**src/rtl/div8by4_seq.sv**
```systemverilog
// div8by4_seq: sequential restoring divider, 8-bit dividend by 4-bit divisor,
// one quotient bit per RUN cycle, valid/ready handshakes on both sides.
module div8by4_seq (
  input  logic       clk,
  input  logic       rst,
  input  logic       in_valid,
  output logic       in_ready,
  input  logic [7:0] P,
  input  logic [3:0] B,
  output logic       out_valid,
  input  logic       out_ready,
  output logic [7:0] Q,
  output logic [3:0] R,
  output logic       dz
);
  typedef enum logic [1:0] {IDLE, RUN, DONE} state_t;
  state_t state, state_nx;
  logic [4:0] rem, rem_sh, rem_nx;
  logic [7:0] qsh;
  logic [3:0] div;
  logic [2:0] cnt;
  logic       qbit, accept, zpend;
  always_comb begin
    state_nx = state;
    rem_sh = {rem[3:0], qsh[7]};
    qbit = rem_sh >= {1'b0, div};
    rem_nx = qbit ? rem_sh - {1'b0, div} : rem_sh;
    in_ready = state == IDLE;
    accept = in_valid && in_ready;
    out_valid = state == DONE && !zpend;
    case (state)
      IDLE: state_nx = accept ? (B == 4'd0 ? DONE : RUN) : IDLE;
      RUN: state_nx = cnt == 3'd0 ? DONE : RUN;
      DONE: state_nx = out_valid && out_ready ? IDLE : DONE;
      default: state_nx = IDLE;
    endcase
  end
  // zpend delays the divide-by-zero result by one cycle in DONE
  always_ff @(posedge clk or posedge rst)
    if (rst) begin
      state <= IDLE;
      rem <= '0;
      qsh <= '0;
      div <= '0;
      cnt <= '0;
      zpend <= 1'b0;
      Q <= '0;
      R <= '0;
      dz <= 1'b0;
    end else begin
      state <= state_nx;
      zpend <= 1'b0;
      if (accept) begin
        rem <= '0;
        qsh <= P;
        div <= B;
        cnt <= 3'd7;
        if (B == 4'd0) begin
          zpend <= 1'b1;
          Q <= 8'hFF;
          R <= P[3:0];
          dz <= 1'b1;
        end
      end else if (state == RUN) begin
        rem <= rem_nx;
        qsh <= {qsh[6:0], qbit};
        cnt <= cnt == 3'd0 ? 3'd0 : cnt - 3'd1;
        if (cnt == 3'd0) begin
          Q <= {qsh[6:0], qbit};
          R <= rem_nx[3:0];
          dz <= 1'b0;
        end
      end
    end
endmodule

```
**config.mk**
```make
export PLATFORM = sky130hd
export DESIGN_NAME = div8by4_seq
export DESIGN_NICKNAME = d
export VERILOG_FILES = /design/src/rtl/div8by4_seq.sv
export SDC_FILE = /design/constraint.sdc
export NUM_CORES = 1
export LEC_CHECK = 0
export ABC_AREA = 1
export CAP_MARGIN = 15
export CORE_MARGIN = 3
export CORE_UTILIZATION = 50
export DETAILED_ROUTE_END_ITERATION = 8
export DONT_BUFFER_PORTS = 1
export SKIP_LAST_GASP = 1
export SLEW_MARGIN = 0
export SYNTH_ARGS = -nofsm -noshare
export SYNTH_HDL_FRONTEND = slang
export SYNTH_SLANG_ARGS = --single-unit
```
**constraint.sdc**
```tcl
create_clock -name clk -period 2.1 [get_ports clk]
set_input_delay 0.42 -clock clk [delete_from_list [all_inputs] [get_ports clk]]
set_output_delay 0.42 -clock clk [all_outputs]
set_load 0.05 [all_outputs]
```
==> results.txt, run 1 <==
Outcome = complete, no violations
Max incr delay on CP = 0.42 ns
FF+latch count, synth = 35
Seq/Total Area, Yosys = 0.491
Tcrit/Tclk final = 0.904
Root Driver = clkbuf_4
Synth warn = 0
Vias in the first global route = 1,392
Clk_skew = 0.0172 ns
Largest net degree at the start of global routing = 23
Final Util = 0.568
Top post-synthesis cells by count = 62 x nand2_1, 35 x dfrtp_1, 30 x inv_1
Worst Tran Pin Value = 0.622 ns
Rows = 21
Post-Synthesis Cell Area = 1780 µm²
Final hold viol count = 0
CTS max path bufs = 2
Ports = 31
Drt drc = 0
Synth-to-layout area growth = 8.07%
# port buffers = 0
Fin crit period = 1.90 ns
Main synth FF type = dfrtp_1
Post-Place Setup Slack = 0.244 ns
Largest cells by area after synthesis = dfrtp_1 49%, nand2_1 13%, inv_1 6.3%, o21ai_0 5.1%, nor2_1 3.6%
Fill cells = 318
Clk pin slew, worst setup/hold paths = 0.11 ns
Buf+Inv Stages, Crit Path = 1
Share of layout cells above drive strength 1 = 0.103
Die Wd = 65.7 µm
Post-CTS Hold Buffers = 0
Routability cong. = 0.901
Crit Path Category = register to register
Initial antenna violation count = 0
Gr ovfl total = 0
Post-DP HPWL = 2730 µm
WHS = 0.0289 ns
Post-CTS Resized = 0
Unrepaired setup endpoints after global routing = no
Post-synth EDFFs = 0
First drt pass iteration count = 4
Global Route Usage Sum = 0.198
Ys async rst share = 1.00
Die ar. = 4320 µm²
Core area = 3390 µm²
Dominant cell type by area after synthesis = dfrtp_1
Post-layout nets = 243
Max-slew violations = 0
Die Y = 65.7 µm
Clock Sinks = 35
Fin Setup TNS = 0 ns
Critical-path top delay cell = dfrtp_1
Antenna-violating nets left = 0
CP Cell Sequence = ha_1 -> a21oi_1 -> nand2_1 -> nand2_1 -> nand2_1 -> nand3_1 -> nand3_1 -> nand2_1 -> inv_1
PnR worst setup slack = 0.202 ns
Via density = 5.22
WL per Instance = 13.9 µm
Synth Area per Inst = 8.22 µm²
Crit Path Max Fanout = 6
MaxCap Viol Count = 0
Synth top area share = 0.491
Number of diodes = 0
Post-Syn Instances = 217
Max_slew headroom = 0.585
Starting Density = 0.526
First-pass GRT wire length = 6400 µm
Setup bufs post-CTS = 0
H-tree Lvls = 2
Final setup fails = 0
Via Count = 1,403
Crit-path leading delay family = simple AND/OR/NAND/NOR gates
Worst endpoint data arrival time = 2.13 ns
Max frequency = 527 MHz
Critical path launch point type = register
Clk_lat worst skew = 0.35 ns
Worst EP required = 2.34 ns
Worst hold path class = input port to asynchronous set/reset pin
Top-count cell post-synth = nand2_1
TritonCTS clock tree = built
Syn_nets = 238
CTS Buf Count = 5
Most frequent CP cell = nand2_1
Drt first-iter violations = 110
Setup crit end kind = register
Total wire length = 3730 µm
Cell variety after synth = 25
-- worst register-to-register path: stages (launching register included) --
cell and delay (ns):
dfrtp_1 0.42, ha_1 0.37, a21oi_1 0.28, nand2_1 0.09, nand2_1 0.13, nand2_1 0.16
nand3_1 0.15, nand3_1 0.09, nand2_1 0.07, inv_1 0.04
-- placed cells by master, fill, tap and decap left out, types with 3 or more instances in the layout --
cell	instances
buf_4	3
clkbuf_4	5
dfrtp_1	35
ha_1	4
inv_1	30
nand2_1	62
nand3_1	12
nand4_1	4
nor2_1	17
nor2_4	4
o21ai_0	18
o221ai_1	4
or2_1	5
-- final timing paths --
check | start | endpoint | slack, ns | depth (start not counted)
max | rem[1] | R[3] | 0.20 | 9
max reg2reg | rem[1] | R[3] | 0.20 | 9
max in group asynchronous | rst | div[2] | 1.55 | 2
min reg2reg | qsh[4] | qsh[4] | 0.49 | 2
min | rst | Q[7] | 0.03 | 1
min in group clk | B[3] | div[3] | 0.21 | 2
-- cell type report --
cell class	count	area (µm²)	share of cell area
timing repair buffer	4	42.5	0.0221
tap	46	57.6	0.0299
clock buffer	6	51.3	0.0266
multi-input combinational	144	744	0.386
inverter	32	120	0.0623
clock inverter	2	35.0	0.0182
sequential	35	876	0.455
-- state kept, by name, indices dropped and copies added, names as in the netlist --
register and flops:
zpend 1, rem 4, R 4, cnt 3
qsh 8, Q 8, dz 1, div 4
state 2
-- per-layer routing --
metal  global-route usage  part of all wire  vias up
met2                0.325              0.49       47
li1                     -                 -      692
met3               0.0684             0.066        7
met1                0.238              0.43      657
met4               0.0751             0.017        0
met5                    0                 0        -
-- per-stage QoR --
step	cell area, µm²	std cells
3_5_place_dp	1840	261
6_report	1930	269
2_1_floorplan	1780	217
5_1_grt	1930	269
3_3_place_gp	1840	261
4_1_cts	1930	269
-- kinds of logic (layout without fill, tap and decap cells) --
logic type | count (synthesis) | count (layout) | share of synthesized area
and+or+nand+nor | 111 | 111 | 0.286
xor gates and xnor gates | 1 | 1 | 0.00491
buffers and inverters | 38 | 44 | 0.0912
adders and majority gates | 5 | 5 | 0.0393
AOI/OAI and AO/OA | 27 | 27 | 0.0877
DFF | 35 | 35 | 0.491
Power of run 1 is left out: the tool's default activity adds up to more than one toggle a clock period on the data nets, which glitch-free logic cannot reach.
==> inputs of run 2 (changes only) <==
--- a/config.mk
+++ b/config.mk
@@ -5,12 +5,12 @@
 export SDC_FILE = /design/constraint.sdc
 export NUM_CORES = 1
 export LEC_CHECK = 0
-export ABC_AREA = 1
 export CAP_MARGIN = 15
 export CORE_MARGIN = 3
 export CORE_UTILIZATION = 50
 export DETAILED_ROUTE_END_ITERATION = 8
 export DONT_BUFFER_PORTS = 1
+export RECOVER_POWER = 100
 export SKIP_LAST_GASP = 1
 export SLEW_MARGIN = 0
 export SYNTH_ARGS = -nofsm -noshare
==> run 2 against run 1 <==
  * The run now ends with capacitance limit, slew limit left
  * Utilization increased by 3.9 points
  * Largest cell class unchanged
  * Count of clock-buffer cells in the layout is the same
  * Clock skew fell by 0.0048 ns
  * Hold slack better by 0.16 ns
  * Non-clock buffer count rose by 12
  * Cell count fell by 12%
  * Area after synthesis is 6.2% lower
  * Worst setup slack worse by 0.12 ns
  * Critical path depth shrank 3
==> results.txt, run 2 <==
Outcome = complete, but fails checks (was complete, no violations)
Violated checks = capacitance limit, slew limit
MaxCap Viol Count = 1 (was 0)
Unrepaired setup endpoints after global routing = no (unchanged)
Flop-to-flop setup slack = 0.08 ns (was 0.20 ns)
Fin Setup TNS = 0 ns (unchanged)
Post-Syn Instances = 175 (was 217)
Starting Density = 0.534 (was 0.526)
Critical path launch point type = register (unchanged)
Post-Synthesis Cell Area = 1670 µm² (was 1780 µm²)
First drt pass iteration count = 4 (unchanged)
# port buffers = 0 (unchanged)
Seq/Total Area, Yosys = 0.524 (was 0.491)
Ys async rst share = 1.00 (unchanged)
Max-slew violations = 36 (was 0)
Max frequency = 496 MHz (was 527 MHz)
Crit Path Max Fanout = 6 (unchanged)
Gr ovfl total = 0 (unchanged)
Final setup fails = 0 (unchanged)
Top post-synthesis cells by count = 39 x nand2_1, 35 x dfrtp_1, 14 x nor2_1 (was 62 x nand2_1, 35 x dfrtp_1, 30 x inv_1)
Clk_skew = 0.0124 ns (was 0.0172 ns)
Crit Path Category = register to register (unchanged)
Total wire length = 3940 µm (was 3730 µm)
Die Wd = 63.8 µm (was 65.7 µm)
Setup crit end kind = register (unchanged)
Synth-to-layout area growth = 13.6% (was 8.07%)
Drt drc = 0 (unchanged)
Clk pin slew, worst setup/hold paths = 0.10 ns (was 0.11 ns)
Post-CTS Hold Buffers = 0 (unchanged)
Worst hold path class = input port to register (was input port to asynchronous set/reset pin)
Share of layout cells above drive strength 1 = 0.141 (was 0.103)
Mux share of post-synthesis cell area = 0.0187 (was 0)
Worst EP required = 2.34 ns (about the same)
Drt first-iter violations = 82 (was 110)
Fill cells = 277 (was 318)
Synth warn = 0 (unchanged)
Core area = 3130 µm² (was 3390 µm²)
Global Route Usage Sum = 0.212 (was 0.198)
Worst Tran Pin Value = 1.82 ns (was 0.622 ns)
Max_slew headroom = -0.214 (was 0.585)
Commonest non-fill, non-tap cell in the layout = nand2_1 (unchanged)
Main synth FF type = dfrtp_1 (unchanged)
Initial antenna violation count = 0 (unchanged)
Vias in the first global route = 1,403 (was 1,392)
Fin crit period = 2.02 ns (was 1.90 ns)
TritonCTS clock tree = built (unchanged)
Top-count cell post-synth = nand2_1 (unchanged)
Ports = 31 (unchanged)
CTS max path bufs = 2 (unchanged)
Commonest cells after routing, fill and taps aside = 40 x nand2_1, 35 x dfrtp_1, 14 x nor2_1 (was 62 x nand2_1, 35 x dfrtp_1, 30 x inv_1)
CTS Buf Count = 5 (unchanged)
H-tree Lvls = 2 (unchanged)
Die ar. = 4070 µm² (was 4320 µm²)
FF+latch count, synth = 35 (unchanged)
Syn_nets = 196 (was 238)
Routability cong. = 0.895 (was 0.901)
Post-synth EDFFs = 0 (unchanged)
Cell variety after synth = 38 (was 25)
Via density = 5.69 (was 5.22)
Largest family of logic cells by synthesized area = simple AND/OR/NAND/NOR gates (unchanged)
Biggest regs = Q (8), qsh (8) (unchanged)
Synth Area per Inst = 9.55 µm² (was 8.22 µm²)
Synth top area share = 0.524 (was 0.491)
Post-synthesis adder-cell area fraction = 0.0419 (was 0.0393)
Worst endpoint data arrival time = 2.25 ns (was 2.13 ns)
Via Count = 1,343 (was 1,403)
Number of diodes = 0 (unchanged)
Root Driver = clkbuf_4 (unchanged)
Clock Sinks = 35 (unchanged)
WL per Instance = 16.7 µm (was 13.9 µm)
Post-synthesis simple-gate area fraction = 0.205 (was 0.286)
Rows = 20 (was 21)
Die Y = 63.8 µm (was 65.7 µm)
Post-DP HPWL = 2820 µm (was 2730 µm)
Post-synthesis xor/xnor area fraction = 0.0105 (was 0.00491)
Post-layout nets = 212 (was 243)
Clk_lat worst skew = 0.35 ns (about the same)
Final hold viol count = 0 (unchanged)
First-pass GRT wire length = 6620 µm (was 6400 µm)
Dominant cell type by area after synthesis = dfrtp_1 (unchanged)
Post-synthesis compound-gate area fraction = 0.162 (was 0.0877)
Antenna-violating nets left = 0 (unchanged)
Largest cells by area after synthesis = dfrtp_1 52%, nand2_1 8.8%, nor2_1 3.1%, ha_1 3.0%, o21ai_0 2.7% (was dfrtp_1 49%, nand2_1 13%, inv_1 6.3%, o21ai_0 5.1%, nor2_1 3.6%)
Tcrit/Tclk final = 0.960 (was 0.904)
Largest net degree at the start of global routing = 36 (was 23)
-- run 2: changes by cell type after synthesis, sizes merged, moves of 4 or more --
cell / before / now
clkbuf: 0 / 6
inv: 32 / 9
nand3: 12 / 8
buf: 6 / 1
nand2: 65 / 40
a21oi: 1 / 7
o221ai: 4 / 0
o21ai: 19 / 9
o22a: 0 / 4
nor2: 21 / 14
or2: 7 / 1
-- run 2: area by class of cell --
| type | instances | area [µm²] | area share |
|---|---|---|---|
| Timing Repair Buffer | 16 | 103 | 0.0540 |
| Inverter | 9 | 33.8 | 0.0178 |
| Clock inverter | 2 | 35.0 | 0.0184 |
| Tap cell | 44 | 55.1 | 0.0290 |
| Sequential cell | 35 | 876 | 0.461 |
| Clock buffer | 6 | 51.3 | 0.0270 |
| Multi-Input combinational cell | 124 | 746 | 0.393 |
-- run 2: worst paths after layout --
check	start	endpoint	depth (start not counted)
worst max-delay path	rem[0]	rem[1]	6
worst min-delay path	B[1]	div[1]	2
worst max register to register	rem[0]	rem[1]	6
worst min register to register	qsh[3]	qsh[3]	2
max in group asynchronous	rst	zpend	2
min in group asynchronous	rst	qsh[3]	2
-- run 2: cells by family after synthesis --
| group | count (synthesis) |
|---|---|
| fa+ha+maj | 5 |
| buf+inv | 16 |
| flops | 35 |
| compound gates | 38 |
| simple gates | 76 |
| mux | 3 |
| xor+xnor | 2 |
-- run 2: per-stage QoR --
stage / area, µm² / cells / util / setup WS [ns] / hold WS (ns)
floorplan: 1670 / 175 / - / 0.0768 / 0.450
global placement: 1790 / 224 / 0.573 / 0.158 / 0.428
detailed placement: 1790 / 224 / 0.573 / 0.0187 / 0.437
CTS: 1880 / 232 / 0.600 / 0.0593 / 0.0501
global route: 1900 / 236 / 0.607 / 0.00290 / 0.190
finish: 1900 / 236 / 0.607 / 0.0847 / 0.189
-- run 2: timing repair --
item / 4_1_cts / 5_1_grt
pin swaps: 0 / 1
setup buffers: 0 / 4
resized for setup: 1 / 3
setup endpoints to repair: 1 / 3
-- run 2: worst max-delay path, stage by stage (launching register included) --
cell and delay, ns:
dfrtp_1 0.43, ha_1 0.33, a21boi_1 0.17, o41ai_4 0.46, buf_4 0.19, mux2i_1 0.06, a32o_1 0.26
-- run 2: metal layers --
layer / vias to the layer above / global-route usage / wire (µm)
met1: 653 / 0.254 / 1670
met2: 42 / 0.352 / 1940
met5: - / 0 / 0
met4: 0 / 0.0943 / 76
li1: 638 / - / -
met3: 10 / 0.0580 / 253
Power of run 2 is left out for the same reason.
